`src/rtl/matmul_pkg.sv`:
```
// rtl/matmul_pkg.sv - shared types and constants for the dot-product datapath
package matmul_pkg;

    localparam int OP_W   = 16;
    localparam int DATA_W = 32;

    localparam logic [DATA_W-1:0] SAT_MAX = 32'h7FFF_FFFF;
    localparam logic [DATA_W-1:0] SAT_MIN = 32'h8000_0000;

    typedef enum logic [1:0] {
        ST_IDLE  = 2'd0,
        ST_ACC   = 2'd1,
        ST_FLUSH = 2'd2,
        ST_SEND  = 2'd3
    } state_t;

endpackage

```
`src/rtl/dot_mac.sv`:
```
// rtl/dot_mac.sv - registered 16x16 signed multiply feeding a wrapping accumulator
module dot_mac
    import matmul_pkg::*;
#(
    parameter int ACC_W = 48
) (
    input  logic                    clock,
    input  logic                    reset,
    input  logic                    enable,
    input  logic                    clear,
    input  logic signed [OP_W-1:0]  a,
    input  logic signed [OP_W-1:0]  b,
    output logic signed [ACC_W-1:0] acc
);

    logic signed [DATA_W-1:0] prod;
    logic                     prod_valid;

    // The product lands one cycle after the beat; the accumulate follows a cycle later.
    always_ff @(posedge clock) begin
        if (reset || clear) begin
            prod       <= '0;
            prod_valid <= 1'b0;
            acc        <= '0;
        end else begin
            prod_valid <= enable;
            if (enable)
                prod <= DATA_W'(a) * DATA_W'(b);
            if (prod_valid)
                acc <= acc + {{(ACC_W-DATA_W){prod[DATA_W-1]}}, prod};
        end
    end

endmodule

```
`src/rtl/axis_dot_product.sv`:
```
// rtl/axis_dot_product.sv - streaming signed dot product per frame; DOT_SATURATE_EN clamps results
module axis_dot_product
    import matmul_pkg::*;
#(
    parameter int ACC_W = 48,
    parameter int CNT_W = 16
) (
    input  logic              clock,
    input  logic              reset,
    input  logic [31:0]       M_AXIS_Recive_tdata,
    input  logic [3:0]        M_AXIS_Recive_tkeep,
    input  logic              M_AXIS_Recive_tlast,
    input  logic              M_AXIS_Recive_tvalid,
    output logic              M_AXIS_Recive_tready,
    input  logic              axi_send_fifo_almost_full_0,
    output logic [31:0]       S_AXIS_Send_tdata,
    output logic [3:0]        S_AXIS_Send_tkeep,
    output logic              S_AXIS_Send_tlast,
    output logic              S_AXIS_Send_tvalid,
    input  logic              S_AXIS_Send_tready,
    output logic [CNT_W-1:0]  frame_cnt,
    output logic              ovf_sticky
);

    state_t                   state, state_next;
    logic                     beat, send_done;
    logic signed [OP_W-1:0]   a_in, b_in;
    logic signed [ACC_W-1:0]  acc;
    logic [ACC_W-DATA_W:0]    acc_hi;
    logic                     out_of_range;
    logic [DATA_W-1:0]        result;

    assign M_AXIS_Recive_tready = ((state == ST_IDLE) || (state == ST_ACC))
                                  && !axi_send_fifo_almost_full_0 && !reset;
    assign beat      = M_AXIS_Recive_tvalid && M_AXIS_Recive_tready;
    assign send_done = (state == ST_SEND) && S_AXIS_Send_tready;

    assign a_in = (M_AXIS_Recive_tkeep[1:0] == 2'b11) ? M_AXIS_Recive_tdata[15:0]  : '0;
    assign b_in = (M_AXIS_Recive_tkeep[3:2] == 2'b11) ? M_AXIS_Recive_tdata[31:16] : '0;

    dot_mac #(.ACC_W(ACC_W)) u_mac (
        .clock  (clock),
        .reset  (reset),
        .enable (beat),
        .clear  (send_done),
        .a      (a_in),
        .b      (b_in),
        .acc    (acc)
    );

    // In range only when every bit from bit 31 upward matches the sign.
    assign acc_hi       = acc[ACC_W-1:DATA_W-1];
    assign out_of_range = !((&acc_hi) || !(|acc_hi));

`ifdef DOT_SATURATE_EN
    assign result = out_of_range ? (acc[ACC_W-1] ? SAT_MIN : SAT_MAX) : acc[DATA_W-1:0];
`else
    assign result = acc[DATA_W-1:0];
`endif

    always_ff @(posedge clock) begin
        if (reset)
            state <= ST_IDLE;
        else
            state <= state_next;
    end

    always_comb begin
        state_next = state;
        case (state)
            ST_IDLE:  if (beat) state_next = M_AXIS_Recive_tlast ? ST_FLUSH : ST_ACC;
            ST_ACC:   if (beat && M_AXIS_Recive_tlast) state_next = ST_FLUSH;
            ST_FLUSH: state_next = ST_SEND;
            ST_SEND:  if (S_AXIS_Send_tready) state_next = ST_IDLE;
            default:  state_next = ST_IDLE;
        endcase
    end

    always_comb begin
        S_AXIS_Send_tvalid = (state == ST_SEND);
        S_AXIS_Send_tdata  = S_AXIS_Send_tvalid ? result : '0;
        S_AXIS_Send_tkeep  = S_AXIS_Send_tvalid ? 4'hF : 4'h0;
        S_AXIS_Send_tlast  = S_AXIS_Send_tvalid;
    end

    always_ff @(posedge clock) begin
        if (reset) begin
            frame_cnt  <= '0;
            ovf_sticky <= 1'b0;
        end else begin
            if (send_done)
                frame_cnt <= frame_cnt + CNT_W'(1);
            if ((state == ST_SEND) && out_of_range)
                ovf_sticky <= 1'b1;
        end
    end

endmodule

```
`config.mk`:
```
export PLATFORM = sky130hd
export DESIGN_NAME = axis_dot_product
export DESIGN_NICKNAME = d
export VERILOG_FILES = /design/src/rtl/matmul_pkg.sv /design/src/rtl/dot_mac.sv /design/src/rtl/axis_dot_product.sv
export SDC_FILE = /design/constraint.sdc
export NUM_CORES = 1
export LEC_CHECK = 0
export BUFFER_PORTS_ARGS = -buffer_cell sky130_fd_sc_hd__buf_2
export CORE_ASPECT_RATIO = 1.75
export CORE_MARGIN = 2
export CORE_UTILIZATION = 69
export DETAILED_ROUTE_END_ITERATION = 16
export GPL_ROUTABILITY_DRIVEN = 1
export GPL_TIMING_DRIVEN = 0
export PLACE_DENSITY_LB_ADDON = 0.2
export SETUP_SLACK_MARGIN = 0.3
export SLEW_MARGIN = 20
export SYNTH_ARGS = -nofsm -noshare
export SYNTH_HDL_FRONTEND = slang
export SYNTH_SLANG_ARGS = --single-unit
export TNS_END_PERCENT = 20
```
`constraint.sdc`:
```
create_clock -name clock -period 15.2 [get_ports clock]
set_clock_uncertainty 0.1 [all_clocks]
set_input_delay 3.04 -clock clock [delete_from_list [all_inputs] [get_ports clock]]
set_output_delay 3.04 -clock clock [all_outputs]
set_load 0.005 [all_outputs]
```
# ---- Yosys cells after proc, flatten, opt, wreduce, memory -nomap -nowiden
# Cells that the tools add are included.
dict set report word_totals {
  register_bits 100
  in_bits 42
  out_inout_bits 56
  word_cells 43
}
dict set report op_classes {
  addsub 2
  mul 1
  n_eq_ne 8
  muxes 9
  n_reduce_logical 17
}
# op n
set op_table {}
lappend op_table {{48-bit adder} 1}
lappend op_table {{16-bit by 16-bit multiplier with 32-bit output} 1}
lappend op_table {{16-bit 2-to-1 mux} 2}
lappend op_table {{32-bit 2-to-1 mux} 1}
lappend op_table {{17-bit AND reduction} 1}
lappend op_table {{17-bit OR reduction} 1}
lappend op_table {{16-bit by 1-bit adder with 16-bit output, second input constant} 1}
lappend op_table {{2-bit equality test, second input constant} 4}
lappend op_table {{2-bit 2-to-1 mux} 4}
lappend op_table {{2-bit one-hot mux with 4 select lines} 1}
lappend op_table {{1-bit logical AND} 6}
lappend op_table {{1-bit logical NOT} 4}
lappend op_table {{4-bit 2-to-1 mux} 1}
lappend op_table {{2-bit by 1-bit != test with 1-bit output, second input constant} 2}
lappend op_table {{1-bit logical OR} 3}
lappend op_table {{3-bit AND reduction} 1}
lappend op_table {{2-bit by 1-bit equality test with 1-bit output, second input constant} 1}
lappend op_table {{2-bit logical NOT} 1}
lappend op_table {{2-bit != test, second input constant} 1}

# ---- Longest topological paths before layout
dict set report logic_depth {
  ltp_word 8
  depth_mapped 29
  depth_no_buf 27
}

# ---- Hierarchy
# Synthesis repeated with hierarchy kept, for this count alone.
dict set report hier_totals {
  hier_cells 1926
  hier_area_um2 16595.9
}
# module instances cells_per_inst area_per_inst_um2 seq_area_each_um2
set by_module_without_submodules {}
lappend by_module_without_submodules {dot_mac 1 1724 15069.5 1621.6}
lappend by_module_without_submodules {axis_dot_product 1 202 1526.5 380.4}

# ---- Worst setup path before layout
# No wires, ideal clock.
dict set report synth_timing {
  path_type {input-to-reg}
  start {input M_AXIS_Recive_tkeep[2]}
  end {register u_mac.prod[31]}
  setup_time_ps 118
  arrival_time_ps 9066
  t_required_ps 14982
  path_slack_ps 5917
  cell_stages 24
  path_cell_list {clkbuf_1 > and3_1 > clkbuf_1 > nand2_1 > fa_1 > inv_1 > fa_1 > fa_1 > fa_1 > fa_1 > inv_1 > fa_1 > inv_1 > ha_1 > nor2b_1 > o21ai_0 > o21ai_0 > a211oi_1 > o21ai_1 > a21o_1 > a21o_1 > a21oi_1 > nand2_1 > o2111a_1}
}
dict set report synth_between {
  elab_chain_cells 3
}
# element line
set synth_rtl {}
lappend synth_rtl {{start: declaration} axis_dot_product.sv:11} ;# input logic [3:0] M_AXIS_Recive_tkeep,
lappend synth_rtl {{2-bit equality test} axis_dot_product.sv:39} ;# assign b_in = (M_AXIS_Recive_tkeep[3:2] == 2'b11) ? M_AXIS_Recive_tdata[31:16] : '0;
lappend synth_rtl {{16-bit 2-to-1 mux} axis_dot_product.sv:39}
lappend synth_rtl {{16-bit by 16-bit multiplier with 32-bit output} dot_mac.sv:28} ;# prod <= DATA_W'(a) * DATA_W'(b);
lappend synth_rtl {{end signal: assignment} dot_mac.sv:28}
lappend synth_rtl {{end: declaration} dot_mac.sv:16} ;# logic signed [DATA_W-1:0] prod;
# Every way passes these cells.
# A chain may end at the register's enable or synchronous reset.

# ---- Worst setup path after layout
dict set report layout_timing {
  start {input M_AXIS_Recive_tkeep[0]}
  end {register u_mac.prod[30]}
}
dict set report layout_between {
  elab_chain_cells 3
}
# element line
set layout_rtl {}
lappend layout_rtl {{2-bit equality test} axis_dot_product.sv:38} ;# assign a_in = (M_AXIS_Recive_tkeep[1:0] == 2'b11) ? M_AXIS_Recive_tdata[15:0] : '0;
lappend layout_rtl {{16-bit 2-to-1 mux} axis_dot_product.sv:38}
lappend layout_rtl {{16-bit by 16-bit multiplier with 32-bit output} dot_mac.sv:28}
# Every way passes these cells.

==> impl_metrics.tcl <==
set metrics [dict create \
    status "completed" \
    hpwl_um 40500 \
    cp-end-kind "flip-flop" \
    cts_made_buffers 9 \
    wl_per_cell_um 19.7 \
    r2r-end "u_mac.acc[46]" \
    synth_cells 2018 \
    async_flop_share_pct 0 \
    synth.yosys.warnings 0 \
    rsz0062_at_grt "no" \
    arrival_ps 10510 \
    hold_end "u_mac.prod[12]" \
    dieArea_sq_um 25500 \
    drive_above_1_share_pct 7.84 \
    period_minus_slack_ps 10300 \
    synthXorXnorAreaFrac_pct 4.52 \
    synth.distinct_cells 79 \
    whs_ps 362 \
    first_pass_iters 7 \
    worst-setup-path-type "input port to flip-flop" \
    yosys-top-cells-area "fa_1, dfxtp_1, ha_1" \
    regArea_sq_um 2000 \
    cts_max_level 3 \
    tritoncts "done" \
    finalMaxSlewViolations 0 \
    ys.flop_type "dfxtp_1" \
    grt_usage_pct 38.6 \
    synth_fp_nets 2457 \
    grt_pass1_wl_um 75000 \
    final_util_pct 75.0 \
    drcViolationCount 0 \
    syn_area_per_cell_sq_um 8.27 \
    post_cts_buffers 0 \
    r2r_start "u_mac.prod[0]" \
    io_pins 98 \
    die_x_um 122 \
    powerDensity_nw_per_um2 45.4 \
    grt_pass1_vias 15500 \
    layout_common_cells "inv_1, fa_1, nand2_1" \
    crit_fanout 10 \
    synth-seq-area-share_pct 12.0 \
    r2r_cells 14 \
    cap_violations 0 \
    final_common_cell "inv_1" \
    area_growth_pct 7.13 \
    hold_path.class "flip-flop to flip-flop" \
    leakage_nw 8.92 \
    vdd_drop_max_mv 0.0592 \
    synthAdderAreaFrac_pct 41.6 \
    antenna_found_initial 0 \
    relSlewSlack_pct 32.8 \
    synth_top_area_share_pct 31.6 \
    clockBufferDepth 2 \
    clk_latency_ps 370 \
    synth-simple-area-share_pct 18.4 \
    pre_cts_ws_ps 4690 \
    grt_max_degree 22 \
    start_util_pct 70.0 \
    crit_path_frequent_cell "fa_1" \
    ant_nets 0 \
    synth_top_family_by_area "adder cells" \
    timing.final.crit_share_pct 67.8 \
    drt_iter0_markers 852 \
    slowest_delay_ps 780 \
    grt_overflow_total 0 \
    multi_input_area_sq_um 12900 \
    worstPathRequired_ps 15410 \
    hold_path_depth 2 \
    startpoint_type "input port" \
    layoutNonFillerInstCount 2439 \
    dp_cells 2423 \
    nets 2565 \
    fmax_mhz 97.1 \
    n_antenna_cell 0 \
    synth_mux_area_share_pct 1.57 \
    rrSetupSlack_ps 11370 \
    cts_root_buf "clkbuf_16" \
    syn_area_sq_um 16700 \
    die_h_um 210 \
    cts_resized 0 \
    core_sq_um 23800 \
    port_buffers 97 \
    hold_start "u_mac.prod[12]" \
    vias_per_cell 5.88 \
    synth_edf_count 0 \
    ctsHoldBuffers 0 \
    num_vias 14300 \
    cts_sinks 100 \
    wl_um 48000 \
    finalHoldViolCount 0 \
    synth_area_leader_cell "fa_1" \
    fillers 1835 \
    clkTransAtPathRegs_ps 70 \
    max_slew.worst_pin.slew_ps 1010 \
    rows 75 \
    place_congestion 1.01 \
    ys_ff_latch 100 \
    cpMaxStageDelayCell "o311ai_1" \
    setup_tns_ps 0 \
    synth-compound-area-share_pct 10.9 \
    finalWorstSetupSlack_ps 4900 \
    setup_viol_count_final 0 \
]
sequential cells by signal (all words and copies together) (netlist names):
name              flops
u_mac.prod           32
frame_cnt            16
u_mac.acc            48
u_mac.prod_valid      1
state                 2
ovf_sticky            1
cell families (layout without fill, tap and decap cells):
group                      after synthesis  count (layout)
muxes                                   26              26
DFF                                    100             100
adders and majority gates              397             397
and+or+nand+nor                        690             690
buffers and inverters                  435             548
AOI/OAI and AO/OA                      284             284
xor gates and xnor gates                86              86
worst max-delay path by stage:
stage / start / end / cells after the start
after floorplan: M_AXIS_Recive_tkeep[2] / u_mac.prod[31] / 24
after global placement: M_AXIS_Recive_tkeep[0] / u_mac.prod[30] / 27
after detailed placement: M_AXIS_Recive_tkeep[0] / u_mac.prod[30] / 27
after CTS: M_AXIS_Recive_tkeep[0] / u_mac.prod[30] / 27
after global routing: M_AXIS_Recive_tkeep[0] / u_mac.prod[30] / 28
final: M_AXIS_Recive_tkeep[0] / u_mac.prod[30] / 27
metal layers:
metal	routed length [um]	vias up	global-route usage, %
met5	0	-	0
met1	15200	6869	36.2
met3	2740	243	5.43
met4	4870	0	33.8
li1	-	6607	-
met2	25100	614	71.0
power by group:
part,switching (mW),leakage [nW],total (mW),internal [mW]
Sequential,0.00863,0.807,0.278,0.270
Combinational,0.179,7.97,0.285,0.107
Clock,0.114,0.149,0.247,0.134
final cells by class:
| class | count | share of cell area [%] |
|---|---|---|
| repair buffers | 97 | 2.72 |
| multi-input cells | 1483 | 71.9 |
| well taps | 308 | 2.16 |
| inverters | 339 | 7.12 |
| flip-flops and latches | 100 | 11.2 |
| clock buffers | 10 | 1.34 |
| plain buffers | 96 | 3.14 |
| clock inverters | 6 | 0.406 |
metrics by stage:
step | cell area [sq um] | power (mW)
floorplan | 16700 | 0.483
global placement | 17600 | 0.551
detailed placement | 17600 | 0.566
CTS | 17900 | 0.807
global route | 17900 | 0.850
finish | 17900 | 0.811
synth_stat cells (4+ instances only):
cell      number
a21o_1        36
xnor2_1       53
xor2_1        33
nor2_1       226
clkbuf_1      62
and2_1        39
a21oi_1      105
nor2b_1       14
a21boi_0       4
a211o_1        4
a31oi_1       12
buf_4          8
or3_1          5
nand2b_1       8
clkbuf_2       4
o21ai_1       10
ha_1         134
o211ai_1      11
o21ai_0       44
nor4_1         7
and3_1        35
clkbuf_8       9
nor3_1        19
nand3_1       41
a211oi_1      15
o21bai_1       4
nand2_1      255
fa_1         263
nand4_1       22
inv_1        338
buf_6          4
and4_1         5
a21o_2         4
mux2i_1       25
dfxtp_1      100
critical path, delay by kind of cell:
family / cells / cell delay (ps)
AO/OA/AOI/OAI: 5 / 1370
AND/OR/NAND/NOR: 8 / 1750
buffers and inverters: 7 / 1100
adder cells (fa/ha/maj): 7 / 3250
Note: power is estimated with default switching activity, not from simulation.
